### src/rtl/delay_sum.sv
// delay_sum: delay-and-sum beamformer frame accumulator.
// On every edge (either polarity) of the synchronized LRCK with i_enable set,
// walks o_ch_sel through all channels, sums the samples returned by the
// external mux, and publishes their mean on o_sum with a one-cycle o_valid.
// Ports:
//   i_clk       system clock, rising edge
//   i_rst_n     synchronous active-low reset
//   i_LRCK      I2S frame clock, asynchronous to i_clk
//   i_enable    gates the start of new frames
//   i_sample    signed mux data, valid one cycle after o_ch_sel
//   o_ch_sel    channel select to the external sample mux
//   o_sum       signed channel mean (floor), held until the next frame result
//   o_lr        LRCK level of the frame that produced o_sum
//   o_valid     one-cycle strobe: o_sum/o_lr are new
//   o_busy      high while a frame is being accumulated
//   o_drop_cnt  saturating count of edges dropped while busy
module delay_sum #(
  parameter int NUM_CH = 8,
  parameter int DATA_W = 24
) (
  input  logic                      i_clk,
  input  logic                      i_rst_n,
  input  logic                      i_LRCK,
  input  logic                      i_enable,
  input  logic [DATA_W-1:0]         i_sample,
  output logic [$clog2(NUM_CH)-1:0] o_ch_sel,
  output logic [DATA_W-1:0]         o_sum,
  output logic                      o_lr,
  output logic                      o_valid,
  output logic                      o_busy,
  output logic [7:0]                o_drop_cnt
);

  localparam int SHIFT = $clog2(NUM_CH);
  localparam int ACC_W = DATA_W + SHIFT;
  localparam int CNT_W = $clog2(NUM_CH + 1);
  localparam logic [CNT_W-1:0] LAST_CNT     = CNT_W'(NUM_CH);
  localparam logic [CNT_W-1:0] LAST_SEL_CNT = CNT_W'(NUM_CH - 1);

  localparam logic [1:0] IDLE = 2'd0;
  localparam logic [1:0] ACC  = 2'd1;
  localparam logic [1:0] DONE = 2'd2;

  logic [1:0]       state;
  logic             lrck_meta;
  logic             lrck_sync;
  logic             lrck_prev;
  logic             lrck_edge;
  logic [CNT_W-1:0] cnt;
  logic [ACC_W-1:0] acc;
  logic [ACC_W-1:0] acc_next;
  logic             lr_cap;
  logic             start;

  // Sign-extended running sum including the sample on the bus this cycle.
  always_comb begin
    acc_next = acc + {{SHIFT{i_sample[DATA_W-1]}}, i_sample};
  end

  always_comb begin
    start = lrck_edge & i_enable;
  end

  assign o_busy = (state == ACC);

  always_ff @(posedge i_clk) begin
    if (!i_rst_n) begin
      lrck_meta  <= 1'b0;
      lrck_sync  <= 1'b0;
      lrck_prev  <= 1'b0;
      lrck_edge  <= 1'b0;
      state      <= IDLE;
      cnt        <= '0;
      acc        <= '0;
      lr_cap     <= 1'b0;
      o_ch_sel   <= '0;
      o_sum      <= '0;
      o_lr       <= 1'b0;
      o_valid    <= 1'b0;
      o_drop_cnt <= '0;
    end else begin
      lrck_meta <= i_LRCK;
      lrck_sync <= lrck_meta;
      lrck_prev <= lrck_sync;
      lrck_edge <= lrck_sync ^ lrck_prev;
      o_valid   <= 1'b0;

      case (state)
        IDLE, DONE: begin
          // DONE accepts a new edge directly so back-to-back frames never drop.
          if (start) begin
            state    <= ACC;
            cnt      <= '0;
            acc      <= '0;
            o_ch_sel <= '0;
            lr_cap   <= lrck_prev;
          end else begin
            state <= IDLE;
          end
        end

        ACC: begin
          if (start && (o_drop_cnt != 8'hFF)) begin
            o_drop_cnt <= o_drop_cnt + 8'd1;
          end
          // cnt=c carries the sample for channel c-1 (mux latency of one cycle).
          if (cnt != '0) begin
            acc <= acc_next;
          end
          if (cnt == LAST_CNT) begin
            state    <= DONE;
            o_valid  <= 1'b1;
            o_sum    <= acc_next[ACC_W-1:SHIFT];
            o_lr     <= lr_cap;
            o_ch_sel <= '0;
          end else begin
            cnt      <= cnt + CNT_W'(1);
            o_ch_sel <= (cnt < LAST_SEL_CNT) ? o_ch_sel + 1'b1 : '0;
          end
        end

        default: state <= IDLE;
      endcase
    end
  end

endmodule

### config.mk
export PLATFORM = sky130hd
export DESIGN_NAME = delay_sum
export DESIGN_NICKNAME = d
export VERILOG_FILES = /design/src/rtl/delay_sum.sv
export SDC_FILE = /design/constraint.sdc
export NUM_CORES = 1
export LEC_CHECK = 0
export CAP_MARGIN = 10
export CORE_MARGIN = 2
export CORE_UTILIZATION = 55
export CTS_BUF_LIST = sky130_fd_sc_hd__clkbuf_2 sky130_fd_sc_hd__clkbuf_4 sky130_fd_sc_hd__clkbuf_8
export CTS_CLUSTER_SIZE = 30
export DETAILED_ROUTE_END_ITERATION = 10
export GPL_TIMING_DRIVEN = 0
export PLACE_DENSITY = 0.86
export SYNTH_ARGS = -nofsm -noshare
export SYNTH_HDL_FRONTEND = slang
export SYNTH_SLANG_ARGS = --single-unit
### constraint.sdc
create_clock -name i_clk -period 3.7 [get_ports i_clk]
set_clock_uncertainty 0.05 [all_clocks]
set_input_delay 0.555 -clock i_clk [delete_from_list [all_inputs] [get_ports i_clk]]
set_output_delay 0.555 -clock i_clk [all_outputs]
set_load 0.005 [all_outputs]
==> results of run 1 <==
-- where the power goes --
part	leakage (nW)	internal, mW	total (mW)	switching [mW]
Clock	0.0988	0.323	0.691	0.368
Combinational	1.37	0.0595	0.141	0.0816
Sequential	0.605	0.810	0.812	0.00230
-- flip-flops by register name (all words and copies together) (netlist names) --
name,cells
lrck_sync,1
o_drop_cnt,8
lr_cap,1
o_lr,1
lrck_prev,1
lrck_edge,1
state,2
lrck_meta,1
cnt,4
o_valid,1
acc,27
o_ch_sel,3
o_sum,24
-- layer usage --
metal | GRT usage [%] | share of wire [%]
met5 | 0 | 0
met4 | 14.2 | 2.9
met3 | 5.01 | 7.0
met2 | 45.5 | 46
met1 | 35.2 | 44
-- path summary, 6_finish.rpt --
kind / depth (start not counted) / to / slack, ns
max: 10 / acc[16] / 0.43
min: 1 / lrck_sync / 0.40
max reg2reg: 9 / acc[16] / 0.72
min reg2reg: 1 / lrck_sync / 0.40
-- synthesized netlist by cell type (all sizes together), types with 3 or more instances --
library cell   n  share of area (%)
clkbuf        18                1.6
a211oi         7                1.2
nand2b         5               0.73
a21oi         45                5.4
a21o          12                2.1
a21boi         4               0.70
a22o           3               0.62
or3            8                1.2
inv            9               0.79
nand3b         3               0.53
o211ai         5                1.1
nand3         22                2.6
xor2          19                3.9
o221ai         5                1.0
xnor2         14                2.9
nor2          42                3.7
nor3           4               0.47
buf            7               0.82
dfxtp         75                 35
mux2i          4               0.94
nand4         13                1.9
nand2         70                6.2
and2          11                1.6
o21ai         34                4.0
a31oi          9                1.6
and3          11                1.6
ha            30                8.8
-- metrics by stage --
stage               utilization (%)  cell area (um2)  hold slack [ns]  instances  worst slack (ns)
floorplan                         -             4260            0.362        517             0.896
global route                   68.9             5240            0.418        699             0.305
detailed placement             66.2             5030            0.383        683             0.122
finish                         68.9             5240            0.401        699             0.432
CTS                            68.9             5240            0.405        699             0.493
global placement               66.2             5030            0.371        683             0.210
-- final cells by class --
cell class,count,area share (%)
Multi-Input combinational cell,408,50.1
Timing Repair Buffer,64,12.2
Clock inverter,7,1.58
Tap cell,102,2.44
Sequential cell,75,28.7
Clock buffer,9,2.36
Buffer,25,1.96
Inverter,9,0.645
-- kinds of logic (layout without fill, tap and decap cells) --
logic type	after synthesis	in the layout	synth area share, %
flip-flops	75	75	35.2
multiplexers	5	5	1.20
buffers and inverters	34	114	3.20
AND/OR/NAND/NOR	197	197	22.0
adder cells (fa/ha/maj)	31	31	9.27
AO/OA/AOI/OAI	142	142	22.3
XOR/XNOR	33	33	6.78
-- worst register-to-register path, stage by stage (launching register included) --
cell and delay [ns]:
dfxtp_1 0.33, ha_1 0.22, fa_1 0.41, a21o_1 0.20, a221oi_2 0.41, o21ai_1 0.22, a211o_1 0.41, a31oi_2 0.30
xor2_1 0.20, o21ai_1 0.09
-- cell usage in the layout (no fill, tap or decap), drive strengths merged, types with 3 or more instances in the layout --
| master | netlist | final |
|---|---|---|
| dfxtp | 75 | 75 |
| nand2 | 70 | 70 |
| clkdlybuf4s50 | 0 | 64 |
| a21oi | 45 | 45 |
| nor2 | 42 | 42 |
| o21ai | 34 | 34 |
| ha | 30 | 30 |
| clkbuf | 18 | 27 |
| nand3 | 22 | 22 |
| xor2 | 19 | 19 |
| xnor2 | 14 | 14 |
| nand4 | 13 | 13 |
| inv | 9 | 13 |
| a21o | 12 | 12 |
| and2 | 11 | 11 |
| and3 | 11 | 11 |
| a31oi | 9 | 9 |
| or3 | 8 | 8 |
| a211oi | 7 | 7 |
| buf | 7 | 7 |
| nand2b | 5 | 5 |
| o221ai | 5 | 5 |
| o211ai | 5 | 5 |
| a21boi | 4 | 4 |
| mux2i | 4 | 4 |
| nor3 | 4 | 4 |
| nand3b | 3 | 3 |
| a22o | 3 | 3 |
==> results.toml, run 1 <==
[outcome]
status = "finished, final reports clean"

[timing]
fmax_mhz = 306
fin_crit_ns = 3.27
fin_tns_setup_ns = 0
finalCritPeriodShare_pct = 88.3
worst_pin_slew_ns = 0.703
relSlewSlack_pct = 52.8
hold_violations = 0
rsz0062_at_grt = "no"
setup_violations = 0
maxSlewViolCount = 0

[placement]
hpwl_um = 8380
port-buffer-count = 64
finalWeightedCongestion = 0.917

[logic_synthesis]
syn_area_um2 = 4260
ys_types = 55
ys_seq_area_share_pct = 35.2
syn_avg_cell_area_um2 = 8.25
synthesis.nets = 576
async_flop_share_pct = 0
yosys_warnings = 0
synth_edf_count = 0
synthFlopType = "dfxtp_1"
synth_cells = 517
synth-seq-cells = 75

[global_routing]
grt_pass1_vias = 4036
overflow = 0
grt_pass1_wl_um = 18800
grt_use_total_pct = 27.9
grt_max_degree = 16
antenna_found_initial = 0

[critical_path]
cp-start-kind = "primary input"
critical_path.top_delay_family = "compound AO/OA/AOI/OAI gates"
crit_chain = "clkdlybuf4s50_1 > ha_1 > fa_1 > a21o_1 > a221oi_2 > o21ai_1 > a211o_1 > a31oi_2 > xor2_1 > o21ai_1"
max_stage_delay_ns = 0.41
crit_fanout = 3
rr_startpoint = "acc[0]"
crit_top_cell = "o21ai_1"
end_kind = "flip-flop"
cp.required_ns = 3.89
crit_arrival_ns = 3.46
crit_path_start = "i_sample[0]"
worstSetupPathType = "primary input to flip-flop"
cp_slowest_cell = "clkdlybuf4s50_1"
crit_buf_inv = 1

[detailed_routing]
vias = 4180
firstDrtPassIters = 5
route.antenna.remaining_nets = 0
drc = 0
drtIter0Drc = 296
wirelength_um = 11500
viasPerCell = 5.98
wl_per_cell_um = 16.4

[cts]
cts.sinks = 75
postCtsResizedCells = 0
clk_latency_ns = 0.37
clockBufferDepth = 2
root_buffer = "clkbuf_8"
numCtsBuffers = 9
cts_setup_buffers = 0
tritoncts = "yes"
htreeDepth = 3
path_clk_slew_ns = 0.08
hold_buffers = 0

[power_and_ir_drop]
vdd_drop_max_uv = 197
cellPowerDensity_nw_per_um2 = 314
total_power_mw = 1.64
p_leak_nw = 2.07

[layout]
fin_nets = 651
multi_input_area_um2 = 2630
n_antenna_cell = 0
register_area_um2 = 1500
fillCellCount = 629
drive_gt1_share_pct = 5.70
syn2layout_area_growth_pct = 22.9

[die]
rows = 32
initial_core_util_pct = 56.1
coreArea_um2 = 7610
die_y_um = 92.1
die_x_um = 92.1
ioPinCount = 66
dieArea_um2 = 8470

[min_path]
hold_path.startpoint = "lrck_meta"
hold_path.class = "flip-flop to flip-flop"

[flow_run]
drv_cap = 0
No activity file was read; power rests on OpenSTA's default activity.
==> run 2, diff against run 1 <==
--- a/config.mk
+++ b/config.mk
@@ -16,3 +16,4 @@
 export SYNTH_ARGS = -nofsm -noshare
 export SYNTH_HDL_FRONTEND = slang
 export SYNTH_SLANG_ARGS = --single-unit
+export TNS_END_PERCENT = 100
==> results of run 2 <==
No change in the layout: final DEF, timing and power equal those of run 1.
==> run 3, diff against run 2 <==
==> constraint.sdc (replaced) <==
create_clock -name i_clk -period 3.2 [get_ports i_clk]
set_clock_uncertainty 0.05 [all_clocks]
set_input_delay 0.48 -clock i_clk [delete_from_list [all_inputs] [get_ports i_clk]]
set_output_delay 0.48 -clock i_clk [all_outputs]
set_load 0.005 [all_outputs]
==> run 3 against run 2 <==
Sequential share of layout area decreased by 0.096 points. Clock power increased by 15%. Via count increased by 0.26%. Global-route usage unchanged. Sequential cell count unchanged. Final cell count unchanged. Wire length increased by 0.60%. First-iteration DRC count decreased by 1.7%. Utilization increased by 0.23 points. Largest cell class unchanged.
==> results.toml, run 3 (synthesized netlist as in run 1, its figures left out) <==
[global_routing]
antenna_found_initial = 0
grt_pass1_vias = 4036
grt_max_degree = 16
overflow = 0
grt_use_total_pct = 27.9
grt_pass1_wl_um = 18800

[die]
initial_core_util_pct = 56.1
ioPinCount = 66
rows = 32
coreArea_um2 = 7610
die_y_um = 92.1
die_x_um = 92.1
dieArea_um2 = 8470

[timing]
fin_crit_ns = 3.10
rsz0062_at_grt = "no"
worst_pin_slew_ns = 0.683
hold_violations = 0
fmax_mhz = 323
relSlewSlack_pct = 54.3
fin_tns_setup_ns = 0
maxSlewViolCount = 0
setup_violations = 0
finalCritPeriodShare_pct = 96.8

[placement]
placedCellCount = 683
finalWeightedCongestion = 0.917
port-buffer-count = 64
hpwl_um = 8380
place_area_um2 = 5030

[critical_path]
max_stage_delay_ns = 0.41
crit_top_cell = "o21ai_1"
cp-start-kind = "primary input"
crit_buf_inv = 1
cp.required_ns = 3.39
cp_slowest_cell = "clkdlybuf4s50_1"
crit_arrival_ns = 3.29
reg2reg_setup_slack_ns = 0.32
crit_chain = "clkdlybuf4s50_1 > ha_1 > fa_1 > a21o_1 > a221oi_4 > o21ai_1 > a211o_1 > a31oi_2 > xor2_1 > o21ai_1"
crit_fanout = 3
timing.rr.end = "acc[16]"
critical_path.top_delay_family = "compound AO/OA/AOI/OAI gates"
worstSetupPathType = "primary input to flip-flop"
cp.depth = 10
r2r_cells = 9
rr_startpoint = "acc[0]"
end_kind = "flip-flop"

[cts]
htreeDepth = 3
clk_latency_ns = 0.37
tritoncts = "yes"
root_buffer = "clkbuf_8"
cts_setup_buffers = 0
numCtsBuffers = 9
clockBufferDepth = 2
cts.sinks = 75
path_clk_slew_ns = 0.09

[layout]
n_antenna_cell = 0
finalNonFillerCells = 699
postLayoutCellArea_um2 = 5260
regMostFlops = "acc"
largest_register_ff_count = 27
fin_nets = 651
syn2layout_area_growth_pct = 23.3
drive_gt1_share_pct = 5.86
final_cell_mix = "dfxtp_1, nand2_1, clkdlybuf4s50_1"
layout_commonest_cell = "dfxtp_1"
post-route-util_pct = 69.1
top_regs = "acc (27), o_sum (24), o_drop_cnt (8)"

[min_path]
hold_path.class = "flip-flop to flip-flop"
whs_path_depth = 1
min_to = "lrck_sync"
hold_path.startpoint = "lrck_meta"

[detailed_routing]
vias = 4191
drtIter0Drc = 291
viasPerCell = 6.00
route.antenna.remaining_nets = 0
drc = 0
wirelength_um = 11600
wl_per_cell_um = 16.5
firstDrtPassIters = 5

[outcome]
status = "finished, final reports clean"

[flow_run]
drv_cap = 0

[power_and_ir_drop]
vdd_drop_max_uv = 227
cellPowerDensity_nw_per_um2 = 361
p_leak_nw = 2.08
[run 3: area by class of cell]
| cell class | instances | area (um2) |
|---|---|---|
| clock buffers | 9 | 124 |
| repair buffers | 64 | 641 |
| inverters | 9 | 33.8 |
| plain buffers | 25 | 103 |
| flip-flops and latches | 75 | 1500 |
| multi-input cells | 408 | 2640 |
| fillers | 626 | 2350 |
| clock inverters | 7 | 82.6 |
| well taps | 102 | 128 |
[run 3: timing repair]
| item | CTS | global route |
|---|---|---|
| gates resized for setup | 0 | 2 |
| setup endpoints to repair | 0 | 6 |
| hold buffers | 0 | 0 |
[run 3: worst max-delay path by stage]
| stage | slack, ns | endpoint | start |
|---|---|---|---|
| after global placement | -0.21 | acc[24] | i_sample[0] |
| final | 0.10 | acc[16] | i_sample[0] |
| after floorplan | 0.47 | acc[24] | i_sample[0] |
| after global routing | 0.0003 | acc[16] | i_sample[0] |
| after CTS | 0.07 | acc[16] | i_sample[0] |
| after detailed placement | -0.30 | acc[16] | i_sample[0] |
[run 3: power by group]
group	internal [mW]	leakage [nW]	switching [mW]
sequential	0.936	0.605	0.00265
clock	0.374	0.0988	0.419
combinational	0.0690	1.37	0.0951
[run 3: routing by layer]
| metal | global-route usage (%) | up-vias | share of wire, % | wire [um] |
|---|---|---|---|---|
| li1 | - | 2016 | - | - |
| met2 | 45.5 | 192 | 46 | 5340 |
| met1 | 35.2 | 1950 | 44 | 5080 |
| met3 | 5.01 | 33 | 7.1 | 816 |
| met4 | 14.2 | 0 | 2.8 | 324 |
| met5 | 0 | - | 0 | 0 |
[run 3: per-stage QoR]
step	hold WS, ns	power [mW]	setup slack, ns
2_1_floorplan	0.362	1.05	0.471
3_3_place_gp	0.371	1.12	-0.215
3_5_place_dp	0.383	1.12	-0.303
4_1_cts	0.405	1.90	0.0680
5_1_grt	0.418	1.95	0.000334
6_report	0.402	1.90	0.104
